--- src/rtl/fetch_unit.sv ---
// fetch_unit: instruction fetch FSM (clk, rst_f; imem_req/addr/ack/rdata memory port; ir/ir_pc/ir_valid/ir_take issue port; br_taken/br_addr redirect; halt)
module fetch_unit #(
  parameter logic [15:0] RESET_PC = 16'h0000,
  parameter logic [15:0] PC_STEP  = 16'd1
) (
  input  logic        clk,
  input  logic        rst_f,
  output logic        imem_req,
  output logic [15:0] imem_addr,
  input  logic        imem_ack,
  input  logic [31:0] imem_rdata,
  output logic [31:0] ir,
  output logic [15:0] ir_pc,
  output logic        ir_valid,
  input  logic        ir_take,
  input  logic        br_taken,
  input  logic [15:0] br_addr,
  input  logic        halt
);
  typedef enum logic [1:0] {IDLE, FETCH, HOLD, HALT} state_t;
  state_t state, state_n;
  logic [15:0] pc;
  logic load, redirect;
  always_comb begin
    state_n = IDLE;
    case (state)
      IDLE:    state_n = halt ? HALT : FETCH;
      FETCH:   state_n = halt ? HALT : br_taken ? FETCH : imem_ack ? HOLD : FETCH;
      HOLD:    state_n = halt ? HALT : (br_taken || ir_take) ? FETCH : HOLD;
      HALT:    state_n = HALT;
      default: state_n = IDLE;
    endcase
  end
  assign redirect  = state != HALT && !halt && br_taken;
  assign load      = state == FETCH && state_n == HOLD;
  assign imem_req  = state == FETCH;
  assign imem_addr = pc;
  assign ir_valid  = state == HOLD;
  always_ff @(posedge clk) begin
    if (rst_f) begin
      state <= IDLE;
      pc    <= RESET_PC;
      ir    <= 32'h0;
      ir_pc <= 16'h0;
    end else begin
      state <= state_n;
      if (redirect) pc <= br_addr;
      else if (load) pc <= pc + PC_STEP;
      if (load) begin
        ir    <= imem_rdata;
        ir_pc <= pc;
      end
    end
  end
endmodule

--- config.mk ---
export PLATFORM = sky130hd
export DESIGN_NAME = fetch_unit
export DESIGN_NICKNAME = d
export VERILOG_FILES = /design/src/rtl/fetch_unit.sv
export SDC_FILE = /design/constraint.sdc
export NUM_CORES = 1
export LEC_CHECK = 0
export ABC_CLOCK_PERIOD_IN_PS = 2100
export BUFFER_PORTS_ARGS = -buffer_cell sky130_fd_sc_hd__buf_2
export CORE_MARGIN = 2
export CORE_UTILIZATION = 42
export DETAILED_ROUTE_END_ITERATION = 16
export GPL_TIMING_DRIVEN = 1
export MAX_ROUTING_LAYER = met4
export PLACE_DENSITY = 0.82
export SYNTH_ARGS = -nofsm -noshare
export SYNTH_HDL_FRONTEND = slang
export SYNTH_SLANG_ARGS = --single-unit
--- constraint.sdc ---
create_clock -name clk -period 2.1 [get_ports clk]
set_clock_uncertainty 0.1 [all_clocks]
set_input_delay 0.21 -clock clk [delete_from_list [all_inputs] [get_ports clk]]
set_output_delay 0.21 -clock clk [all_outputs]
set_load 0.02 [all_outputs]
==> run_results.csv <==
group,metric,value,unit
outcome,status,"completed",
finish,diodes,0,
die,start_util,0.438,
sta,rsz0062_at_grt,"yes",
sta,clock.fmax,0.482,GHz
clock_tree,clkTransAtPathRegs,0.07,ns
clock_tree,cts_root_buf,"clkbuf_8",
synthesis,synth.yosys.seq_area_share,0.504,
critical_path,crit_fanout,6,
clock_tree,clock-sinks,66,
finish,nNetsFinal,512,
critical_path,worstPathRequired,2.24,ns
die,io_pins,120,
synthesis,ys_warn_count,0,
placed_design,dpl_worst_slack,-0.0900,ns
pwr,power.density,704,nW/um2
synthesis,synth_cell_types,30,
routing,wirelength,6890,um
placed_design,gp_routability_congestion,0.855,
routing,routedWlPerCell,12.8,um
routing,drt_iter0_markers,85,
pwr,peakVddDrop,0.338,mV
sta,finalHoldViolCount,0,
grt,grt_pass1_wl,11100,um
clock_tree,cts_tree,"built",
clock_tree,cts_buffers,9,
critical_path,start_kind,"flop",
grt,grt_pass1_vias,2504,
synthesis,synth.ff_latch_count,66,
clock_tree,post_cts_buffers,0,
grt,track_usage,0.199,
die,die_h,83.0,um
synthesis,synthCells,332,
synthesis,synth_area,2620,um2
clock_tree,insertion_delay,0.32,ns
critical_path,path_class,"flop to flop",
pwr,leakagePower,1.54,nW
routing,drcViolationCount,0,
critical_path,cp_data_arrival_time,2.21,ns
pwr,totalPowerFinal,2.52,mW
die,rows,28,
routing,vias_per_cell,5.06,
sta,drv_slew,0,
routing,vias,2718,
placed_design,dp_hpwl,4730,um
die,die_area,6890,um2
finish,fillers,567,
finish,areaGrowthSynthToFinish,36.5,%
sta,worstMarginPinSlew,0.321,ns
sta,setup_violations,0,
die,core,5990,um2
placed_design,portBuffers,119,
sta,relSlewSlack,0.786,
routing,first_pass_iters,4,
die,die_x,83.0,um
synthesis,avgSynthCellArea,7.90,um2
clock_tree,cts_max_level,3,
sta,finalCritPeriodShare,0.988,
finish,layout-drive-gt1-share,0.348,
sta,setup_ws,0.0255,ns
critical_path,critPathCaptureType,"flop",
routing,antenna_left,0,
synthesis,syn-num-nets,387,
flow_run,maxCapViolations,0,
clock_tree,clock_path_buffers,2,
grt,antenna_found_initial,0,
sta,period_needed,2.07,ns
grt,overflow,0,
hold_path,hold_class,"input port to flop",
grt,grt_max_degree,67,
what timing repair did:
item / in CTS / in global routing
hold buffers: 0 / 0
setup endpoints to repair: 4 / 5
pin swaps: 0 / 1
resized for setup: 2 / 3
cloned: 0 / 0
cells in the final DEF (no fill, tap or decap), types with 5 or more instances in the layout:
master    count
nor2_1       20
a311oi_1      7
buf_4        16
o21ai_0       5
a211oi_1      8
a21oi_1      50
nand2_1     104
buf_2       119
xnor2_1       5
dfxtp_1      63
clkbuf_8     10
registers in the layout, summed over array words and instances (netlist names):
register	count
ir_pc	16
state	2
imem_addr	16
ir	32
final timing paths:
kind,from,endpoint,slack [ns],cells after the start
max,state[1],imem_addr[14],0.03,4
min,imem_rdata[24],ir[24],0.02,3
max reg2reg,state[1],imem_addr[14],0.03,4
min reg2reg,ir_pc[4],ir_pc[4],0.35,2
power breakdown:
group | internal, mW | total, mW | switching (mW)
Combinational | 0.122 | 0.285 | 0.164
Clock | 0.457 | 0.907 | 0.451
Sequential | 1.29 | 1.33 | 0.0374
Total | 1.87 | 2.52 | 0.652
worst max-delay path, cell delays in order (launching register included):
cell and delay, ns:
dfxtp_2 0.32, or4b_4 0.50, or4_4 0.47, or3_1 0.37, a311oi_2 0.23
Yosys cell counts:
library cell / instances / area, um2
nand4_1: 4 / 25.0
inv_1: 1 / 3.75
buf_1: 1 / 3.75
or2b_1: 1 / 7.51
a21oi_1: 50 / 250
nor4b_1: 1 / 8.76
nand2_1: 106 / 398
nand3b_1: 2 / 15.0
nor3_1: 2 / 10.0
clkbuf_1: 20 / 75.1
ha_1: 1 / 12.5
nand3_1: 5 / 25.0
and2b_1: 1 / 7.51
and3_1: 2 / 12.5
xor2_1: 3 / 26.3
nor2_1: 20 / 75.1
nor2b_1: 2 / 12.5
and4_1: 2 / 17.5
or4_1: 5 / 37.5
a311oi_1: 8 / 70.1
clkbuf_2: 1 / 5.00
dfxtp_1: 66 / 1320
a211oi_1: 8 / 60.1
or4b_4: 1 / 13.8
and2_1: 1 / 6.26
or3_1: 3 / 18.8
o21ai_0: 5 / 25.0
o31ai_1: 4 / 30.0
buf_2: 1 / 5.00
xnor2_1: 5 / 43.8
cell families (layout without fill, tap and decap cells):
| group | count (synthesis) | in the layout | synth area share |
|---|---|---|---|
| adders and majority gates | 1 | 1 | 0.00477 |
| DFF | 66 | 66 | 0.504 |
| buffers and inverters | 24 | 154 | 0.0353 |
| AOI/OAI and AO/OA | 75 | 75 | 0.166 |
| and+or+nand+nor | 158 | 158 | 0.263 |
| xor gates and xnor gates | 8 | 8 | 0.0267 |
area by class of cell:
| type | count | area, um2 | share of cell area |
|---|---|---|---|
| sequential | 66 | 1330 | 0.370 |
| inverter | 1 | 3.75 | 0.00105 |
| tap | 75 | 93.8 | 0.0262 |
| clock inverter | 3 | 15.0 | 0.00420 |
| multi-input combinational | 242 | 1240 | 0.345 |
| timing repair buffer | 137 | 756 | 0.211 |
| clock buffer | 13 | 149 | 0.0416 |
through the flow:
stage	hold WS [ns]	setup TNS, ns	util	instance area, um2	std cells
final	0.0210	0	0.597	3580	537
after global routing	0.0154	-0.0330	0.597	3580	537
after CTS	0.00518	0	0.595	3560	537
after detailed placement	0.344	-0.247	0.566	3390	521
after global placement	0.339	-0.148	0.566	3390	521
after floorplan	0.246	-0.00219	-	2630	332
layer usage:
metal,GRT usage,share of wire,vias up
li1,-,-,1383
met1,0.227,0.44,1237
met2,0.347,0.49,92
met3,0.0487,0.063,6
met4,0.0566,0.0070,0
met5,-,0,-
(Power assumes the default switching activity.)
